`src/rtl/hex_counter_display_ctrl_if.sv`:
```
// Switch/button inputs and display/count outputs of the hex counter display controller.
// master drives the controls and reads the display; slave is the controller itself.
interface hex_counter_display_ctrl_if #(
    parameter int DIGITS = 4
);
    logic                  en;
    logic                  up;
    logic                  load;
    logic [4*DIGITS-1:0]   load_val;
    logic [4*DIGITS-1:0]   count;
    logic                  tick;
    logic                  wrap;
    logic [6:0]            seg;
    logic [DIGITS-1:0]     an;

    modport master (
        output en, up, load, load_val,
        input  count, tick, wrap, seg, an
    );

    modport slave (
        input  en, up, load, load_val,
        output count, tick, wrap, seg, an
    );
endinterface

```
`src/rtl/hex_counter_display_ctrl.sv`:
```
// Prescaled up/down hex counter with load, driving a time-multiplexed active-low 7-segment display.
// Latency: count/tick/wrap one cycle after the tick or load cycle; seg/an one cycle behind count.
// No backpressure: inputs are sampled every cycle and all outputs are registered.
module hex_counter_display_ctrl #(
    parameter int DIGITS   = 4,
    parameter int PRESCALE = 50000,
    parameter int SCAN_DIV = 1000,
    parameter int LZ_BLANK = 1
) (
    input  logic                      clock,
    input  logic                      reset,
    hex_counter_display_ctrl_if.slave bus
);
    localparam int W  = 4 * DIGITS;
    localparam int PW = $clog2(PRESCALE);
    localparam int SW = $clog2(SCAN_DIV);
    localparam int DW = (DIGITS > 1) ? $clog2(DIGITS) : 1;

    logic [PW-1:0]     psc_q;
    logic [W-1:0]      cnt_q;
    logic              tick_q;
    logic              wrap_q;
    logic [SW-1:0]     scan_q;
    logic [DW-1:0]     dig_q;
    logic [DW-1:0]     dig_nxt;
    logic [DIGITS-1:0] an_q;
    logic [6:0]        seg_q;
    logic              step;
    logic              wraps;
    logic              scan_end;
    logic [W-1:0]      upper;
    logic              blank;

    function automatic logic [6:0] seg_enc(input logic [3:0] n);
        case (n)
            4'h0: seg_enc = 7'h40;  4'h1: seg_enc = 7'h79;
            4'h2: seg_enc = 7'h24;  4'h3: seg_enc = 7'h30;
            4'h4: seg_enc = 7'h19;  4'h5: seg_enc = 7'h12;
            4'h6: seg_enc = 7'h02;  4'h7: seg_enc = 7'h78;
            4'h8: seg_enc = 7'h00;  4'h9: seg_enc = 7'h10;
            4'hA: seg_enc = 7'h08;  4'hB: seg_enc = 7'h03;
            4'hC: seg_enc = 7'h46;  4'hD: seg_enc = 7'h21;
            4'hE: seg_enc = 7'h06;  default: seg_enc = 7'h0E;
        endcase
    endfunction

    always_comb begin
        step     = bus.en && (psc_q == PW'(PRESCALE - 1));
        wraps    = bus.up ? (cnt_q == '1) : (cnt_q == '0);
        scan_end = (scan_q == SW'(SCAN_DIV - 1));
        dig_nxt  = dig_q;
        if (scan_end) begin
            dig_nxt = (dig_q == DW'(DIGITS - 1)) ? '0 : dig_q + DW'(1);
        end
        // Nibbles at and above the digit about to be shown; all-zero means a leading zero.
        upper = cnt_q >> {dig_nxt, 2'b00};
        blank = (LZ_BLANK != 0) && (dig_nxt != '0) && (upper == '0);
    end

    always_ff @(posedge clock) begin
        if (reset) begin
            psc_q  <= '0;
            cnt_q  <= '0;
            tick_q <= 1'b0;
            wrap_q <= 1'b0;
        end else if (bus.load) begin
            cnt_q  <= bus.load_val;
            psc_q  <= '0;
            tick_q <= 1'b0;
            wrap_q <= 1'b0;
        end else begin
            tick_q <= step;
            wrap_q <= step && wraps;
            if (step) begin
                psc_q <= '0;
                cnt_q <= bus.up ? cnt_q + W'(1) : cnt_q - W'(1);
            end else if (bus.en) begin
                psc_q <= psc_q + PW'(1);
            end
        end
    end

    // an and seg both come from dig_nxt on the same edge, so a digit never shows its neighbour's segments.
    always_ff @(posedge clock) begin
        if (reset) begin
            scan_q <= '0;
            dig_q  <= '0;
            an_q   <= ~DIGITS'(1);
            seg_q  <= 7'h40;
        end else begin
            scan_q <= scan_end ? '0 : scan_q + SW'(1);
            dig_q  <= dig_nxt;
            an_q   <= ~(DIGITS'(1) << dig_nxt);
            seg_q  <= blank ? 7'h7F : seg_enc(upper[3:0]);
        end
    end

    assign bus.count = cnt_q;
    assign bus.tick  = tick_q;
    assign bus.wrap  = wrap_q;
    assign bus.an    = an_q;
    assign bus.seg   = seg_q;
endmodule

```
`src/flat_wrapper.sv`:
```
// flat-port wrapper written by rule: the top's interface ports become plain ports
module hex_counter_display_ctrl_flat 
#(
    parameter int DIGITS   = 4,
    parameter int PRESCALE = 50000,
    parameter int SCAN_DIV = 1000,
    parameter int LZ_BLANK = 1
)
  (clock, reset, bus_en, bus_up, bus_load, bus_load_val, bus_count, bus_tick, bus_wrap, bus_seg, bus_an);
  hex_counter_display_ctrl_if #(.DIGITS(DIGITS)) bus_i ();
  input  logic clock;
  input  logic reset;
  input wire logic [$bits(bus_i.en)-1:0] bus_en;
  input wire logic [$bits(bus_i.up)-1:0] bus_up;
  input wire logic [$bits(bus_i.load)-1:0] bus_load;
  input wire logic [$bits(bus_i.load_val)-1:0] bus_load_val;
  output wire logic [$bits(bus_i.count)-1:0] bus_count;
  output wire logic [$bits(bus_i.tick)-1:0] bus_tick;
  output wire logic [$bits(bus_i.wrap)-1:0] bus_wrap;
  output wire logic [$bits(bus_i.seg)-1:0] bus_seg;
  output wire logic [$bits(bus_i.an)-1:0] bus_an;
  assign bus_i.en = bus_en;
  assign bus_i.up = bus_up;
  assign bus_i.load = bus_load;
  assign bus_i.load_val = bus_load_val;
  assign bus_count = bus_i.count;
  assign bus_tick = bus_i.tick;
  assign bus_wrap = bus_i.wrap;
  assign bus_seg = bus_i.seg;
  assign bus_an = bus_i.an;
  hex_counter_display_ctrl #(.DIGITS(DIGITS), .PRESCALE(PRESCALE), .SCAN_DIV(SCAN_DIV), .LZ_BLANK(LZ_BLANK)) u_core (.clock(clock), .reset(reset), .bus(bus_i));
endmodule
```
`config.mk`:
```
export PLATFORM = sky130hd
export DESIGN_NAME = hex_counter_display_ctrl_flat
export DESIGN_NICKNAME = d
export VERILOG_FILES = /design/src/rtl/hex_counter_display_ctrl_if.sv /design/src/rtl/hex_counter_display_ctrl.sv /design/src/flat_wrapper.sv
export SDC_FILE = /design/constraint.sdc
export NUM_CORES = 1
export LEC_CHECK = 0
export CAP_MARGIN = 20
export CORE_ASPECT_RATIO = 1.5
export CORE_MARGIN = 3
export CORE_UTILIZATION = 56
export CTS_CLUSTER_SIZE = 10
export DETAILED_ROUTE_END_ITERATION = 12
export MAX_ROUTING_LAYER = met4
export PLACE_DENSITY = 0.85
export SYNTH_ARGS = -nofsm -noshare
export SYNTH_HDL_FRONTEND = slang
export SYNTH_SLANG_ARGS = --single-unit
```
`constraint.sdc`:
```
create_clock -name clock -period 3.24 [get_ports clock]
set_clock_uncertainty 0.2 [all_clocks]
set_input_delay 0.324 -clock clock [delete_from_list [all_inputs] [get_ports clock]]
set_output_delay 0.324 -clock clock [all_outputs]
set_load 0.03 [all_outputs]
```
* Yosys cells after proc, flatten, opt, wreduce, memory -nomap -nowiden
Memory sizes are Yosys's and may differ from the RTL's. Index checks and enable logic that the tools add are counted.
Cells by class: $add $sub $neg 5, eq/ne operators 4, shift operators 2, mux-type cells 7, bitwise gates (word level) 1, reduce and logical (&&, ||, !) cells 11
Operators with widths (number):
- $mux 16 | 3
- $add 16x1->16 const B | 2
- $eq 16x16->1 const B | 2
- $logic_not 16->1 | 2
- $shr 16x4->16 | 1
- $sub 16x1->16 const B | 1
- $add 10x1->10 const B | 1
- $eq 10x10->1 const B | 1
- $mux 6 | 1
- $reduce_or 2->1 | 3
- $mux 2 | 2
- $not 4->4 | 1
- $reduce_bool 2->1 | 2
- $shl 1x2->4 const A | 1
- $logic_and 1x1->1 | 3
- $reduce_or 3->1 | 1
- $add 2x1->2 const B | 1
- $eq 2x2->1 const B | 1
- $mux 1 | 1
Word-level totals: register bits 57, ROM bits 112, bits of input ports 21, output and inout bits 29, logic and storage cells 40, memories kept 1
Memory list:
- (name not given) | depth 16, width 7, rd ports 1, clocked after memory_dff 0, write ports 0, line hex_counter_display_ctrl.sv:35 | case (n)

* Logic depth before layout (Yosys ltp)
word-level depth 7, depth in mapped cells 12, depth with buffers taken out 11

* Worst setup path before layout
No wires, ideal clock.
path kind reg2reg, from register u_core.dig_q[1], to register u_core.seg_q[5] (netlist: u_core.bus.seg[5]), setup time 132 ps, arrival time 2384 ps, required time 2908 ps, setup slack 524 ps, stages on the path, launching flop included 10, buffers on the path 0, clock period less this slack 2716 ps, cells stage by stage dfxtp_1 ha_1 or3b_1 a2111oi_0 nor2_1 mux2_4 ha_1 mux2_1 mux2i_1 a21oi_1
Between the ends: cells in the longest elaborated chain, start to end 7, elaborated cells between the ends (all ways) 10, classes of those cells 1 x add/sub; 1 x eq/ne; 1 x shift; 3 x mux; 3 x reduce/logical; 1 x memory
RTL lines:
- from (decl) | line hex_counter_display_ctrl.sv:24 | logic [DW-1:0] dig_q;
- from (signal assigned) | line hex_counter_display_ctrl.sv:92 | dig_q <= dig_nxt;
- $add 2x1->2 / $eq 2x2->1 (equally long branches) | line hex_counter_display_ctrl.sv:53 | dig_nxt = (dig_q == DW'(DIGITS - 1)) ? '0 : dig_q + DW'(1);
- $mux 2 | line hex_counter_display_ctrl.sv:53
- $mux 2 * | line hex_counter_display_ctrl.sv:52 | if (scan_end) begin
- parallel branches: the longest is 3 deep, another holds $mem_v2 16x7
- $mux 6 * | line hex_counter_display_ctrl.sv:94 | seg_q <= blank ? 7'h7F : seg_enc(upper[3:0]);
- to (signal assigned) | line hex_counter_display_ctrl.sv:94
- to (decl) | line hex_counter_display_ctrl.sv:27 | logic [6:0] seg_q;
Mark *: on every way between the ends. A chain may end at the register's enable or synchronous reset.

* Worst setup path in the final report
from register u_core.dig_q[1], to register u_core.seg_q[3] (netlist: u_core.bus.seg[3])
The elaborated chain is that of the path after synthesis.

==> impl_table.tex <==
\begin{tabular}{lr}
\hline
Metric & Value \\
\hline
\multicolumn{2}{l}{\textbf{Outcome}} \\
Run status & finished clean \\
\multicolumn{2}{l}{\textbf{Synth}} \\
Sequential share of the synthesized area & 0.286 \\
Yosys warning count & 0 \\
Synthesized area per cell & slightly above 8 um2 \\
Number of unique standard cell types used by synthesis & between 60 and 70 \\
Net count after synthesis & $\sim$540 \\
Combined area of all synthesized cells & $\sim$4000 um2 \\
Most frequent cell after synthesis & nor2\_1 \\
Count of flip-flops with a built-in enable after synthesis & 0 \\
Top-area cell type share of the netlist area & 0.286 \\
Number of standard cells after synthesis & between 400 and 500 \\
Post-synthesis register bit count & 57 \\
Proportion of synthesized flip-flops having asynchronous set or reset & 0 \\
Leading cell types by total area after synthesis & dfxtp\_1, ha\_1, nor2\_1, nand2\_1, xor2\_1 \\
Synth area leader & dfxtp\_1 \\
Top FF cell, synth & dfxtp\_1 \\
Synth cell count leaders & nor2\_1, dfxtp\_1, nand2\_1, a21oi\_1, o21ai\_0 \\
\multicolumn{2}{l}{\textbf{Finish}} \\
Storage cell area & 1140 um2 \\
Fraction of layout instances using a drive strength above 1 & 0.0953 \\
Count of filler cells inserted in the layout & between 500 and 600 \\
Area growth from synthesis to layout & 21.2\% \\
Post-route standard cell area excluding fillers & about 4800 um2 \\
Multi-input gate area & 2670 um2 \\
Final-stage net count & around 590 \\
Antenna fix cells & 0 \\
\multicolumn{2}{l}{\textbf{Place}} \\
Instance area at placement & $\sim$4600 um2 \\
\# port buffers & around 50 \\
Half-perimeter wire length of the detailed placement result & about 7700 um \\
Placer's final routability congestion estimate & approximately 0.99 \\
\multicolumn{2}{l}{\textbf{Clock network}} \\
H-tree level count & 3 \\
Largest buffer count on any clock path & 2 \\
Sinks on Clock Net & 57 \\
Total clock buffers created by CTS & 9 \\
CTS tree & done \\
Clk Latency, worst-skew pair & 0.35 ns \\
CTS clock-pin slew for the worst setup and hold paths & around 0.080 ns \\
Cell at the root of the clock tree & clkbuf\_8 \\
Post-CTS Hold Buffers & 0 \\
\multicolumn{2}{l}{\textbf{Route}} \\
Detailed-router iteration count before antenna repair & 5 \\
Wire length the detailed router placed on met1 & between 4000 and 5000 um \\
Iter 0 DRT Violations & 382 \\
Residual DRC & 0 \\
Met3 WL & $\sim$480 um \\
Via count normalized by instance count & between 6 and 7 \\
Residual antenna-violating net count after detailed routing & 0 \\
Count of vias placed by the detailed router & between 3,000 and 4,000 \\
Total detailed-routing wirelength & 10,700 um \\
Average wire length per cell after detail routing & 16.9 um \\
Routed wl met2 & around 5600 um \\
Top metal layer carrying routed signals & met4 \\
\multicolumn{2}{l}{\textbf{Global routing}} \\
Total congestion overflow after global routing & 0 \\
Antenna violations before repair & 0 \\
Via count of the first global-routing pass & around 3,900 \\
Global routing usage summed across all routing layers & 0.286 \\
First-pass GRT wire length & between 15,000 and 20,000 um \\
Pin count of the biggest net entering global routing & 39 \\
\multicolumn{2}{l}{\textbf{STA}} \\
RSZ-0062 raised after global routing & false \\
Tmin final & between 2 and 3 ns \\
Maximum clock rate & approximately 330 MHz \\
Fin. Hold Viols & 0 \\
Sum Neg Setup Slack & 0 ns \\
Worst relative slew slack & 0.551 \\
Worst hold margin & 0.279 ns \\
Final period util & 0.926 \\
Worst-margin pin slew & 0.672 ns \\
Max-slew violation total from the final report & 0 \\
Setup violators final & 0 \\
\multicolumn{2}{l}{\textbf{Pwr}} \\
Share of total power in sequential cells & 0.395 \\
Total power per unit cell area & around 400 nW/um2 \\
Fraction of power spent switching nets & 0.287 \\
Internal & 1360 uW \\
Comb pwr share & 0.214 \\
Switch Pwr & approximately 550 uW \\
Peak supply drop & approximately 250 uV \\
Leakage power of the design & $\sim$0.0019 uW \\
Overall power & about 1900 uW \\
Fraction of power consumed by the clock network & 0.391 \\
\multicolumn{2}{l}{\textbf{Critical path}} \\
Crit Path Max Fanout & 18 \\
Required arrival time at the worst endpoint & around 3.3 ns \\
Arrival time at the worst endpoint & just over 3 ns \\
Category of the worst setup path launch point & flip-flop \\
Worst Setup End Kind & flip-flop \\
Setup slack, reg-to-reg & around 0.24 ns \\
Crit path kind & reg -> reg \\
\multicolumn{2}{l}{\textbf{Die}} \\
Vertical extent of the die & $\sim$110 um \\
Die Outline Area & 8190 um2 \\
Die Wd & between 70 and 80 um \\
Top-level I/O count & 50 \\
Starting density of the core & 0.578 \\
Std cell rows & 37 \\
Placeable core area & just under 7000 um2 \\
\multicolumn{2}{l}{\textbf{Worst hold path}} \\
Class of the tightest hold or removal check & reg -> reg \\
\multicolumn{2}{l}{\textbf{Job}} \\
Max-cap viol count & 0 \\
\hline
\end{tabular}
-- critical path, cell delays in order (launching register included) --
cell and delay (ns):
dfxtp_1 0.35, ha_2 0.28, or3b_1 0.40, a2111oi_0 0.45, nor2_1 0.13, mux2_4 0.32, inv_2 0.11, ha_1 0.22
inv_1 0.07, nor2_1 0.10, a21oi_1 0.05, a311oi_2 0.24
-- layout make-up --
cell class                      count  share of cell area
Clock buffer                       11              0.0293
Clock inverter                      5              0.0163
Inverter                           10             0.00777
Multi-Input combinational cell    400               0.552
Sequential cell                    57               0.236
Tap cell                           78              0.0202
Timing Repair Buffer               73               0.139
-- power groups by stage --
stage	Combinational (uW)	Clock (uW)	Sequential [uW]
after floorplan	232	0	798
after global placement	396	0	769
after detailed placement	404	0	770
after CTS	407	756	754
after global routing	449	780	759
final	410	747	755
-- worst paths after layout --
kind	start	cells after the start	end
worst max-delay path	u_core.dig_q[1]	11	u_core.bus.seg[3]
worst min-delay path	u_core.scan_q[0]	1	u_core.scan_q[0]
worst max register to register	u_core.dig_q[1]	11	u_core.bus.seg[3]
worst min register to register	u_core.scan_q[0]	1	u_core.scan_q[0]
-- through the flow --
step | setup slack (ns) | std cells | util
final | 0.241 | 634 | 0.701
after global routing | 0.0804 | 634 | 0.701
after CTS | 0.123 | 634 | 0.700
after detailed placement | 0.0365 | 618 | 0.668
after global placement | 0.120 | 618 | 0.668
after floorplan | 0.524 | 493 | -
-- per-layer routing --
layer	track usage	vias to the layer above
li1	-	1927
met1	0.327	1877
met2	0.481	118
met3	0.0549	25
met4	0.118	0
met5	-	-
-- logic make-up after synthesis --
group | synth area share
fa+ha+maj | 0.0709
buf+inv | 0.0458
simple gates | 0.268
flops | 0.286
compound gates | 0.197
mux | 0.0552
xor+xnor | 0.0769
-- registers in the layout (all words and copies together), names as in the netlist --
| signal | count |
|---|---|
| u_core.bus.count | 16 |
| u_core.scan_q | 10 |
| u_core.bus.wrap | 1 |
| u_core.bus.an | 4 |
| u_core.psc_q | 16 |
| u_core.bus.tick | 1 |
| u_core.dig_q | 2 |
| u_core.bus.seg | 7 |
-- cell usage in the layout (no fill, tap or decap), types with 12 or more instances in the layout --
| cell type | n |
|---|---|
| nor2_1 | 65 |
| dfxtp_1 | 57 |
| clkdlybuf4s50_1 | 49 |
| nand2_1 | 47 |
| a21oi_1 | 30 |
| o21ai_0 | 24 |
| buf_4 | 24 |
| xor2_1 | 20 |
| ha_1 | 20 |
| xnor2_1 | 15 |
| nand3_1 | 13 |
| and3_1 | 13 |
| nand4_1 | 12 |
-- repair_timing --
item / in CTS / in global routing
setup endpoints to repair: 0 / 3
buffers inserted: 0 / 0
resized for setup: 0 / 1
(Power assumes the default switching activity.)
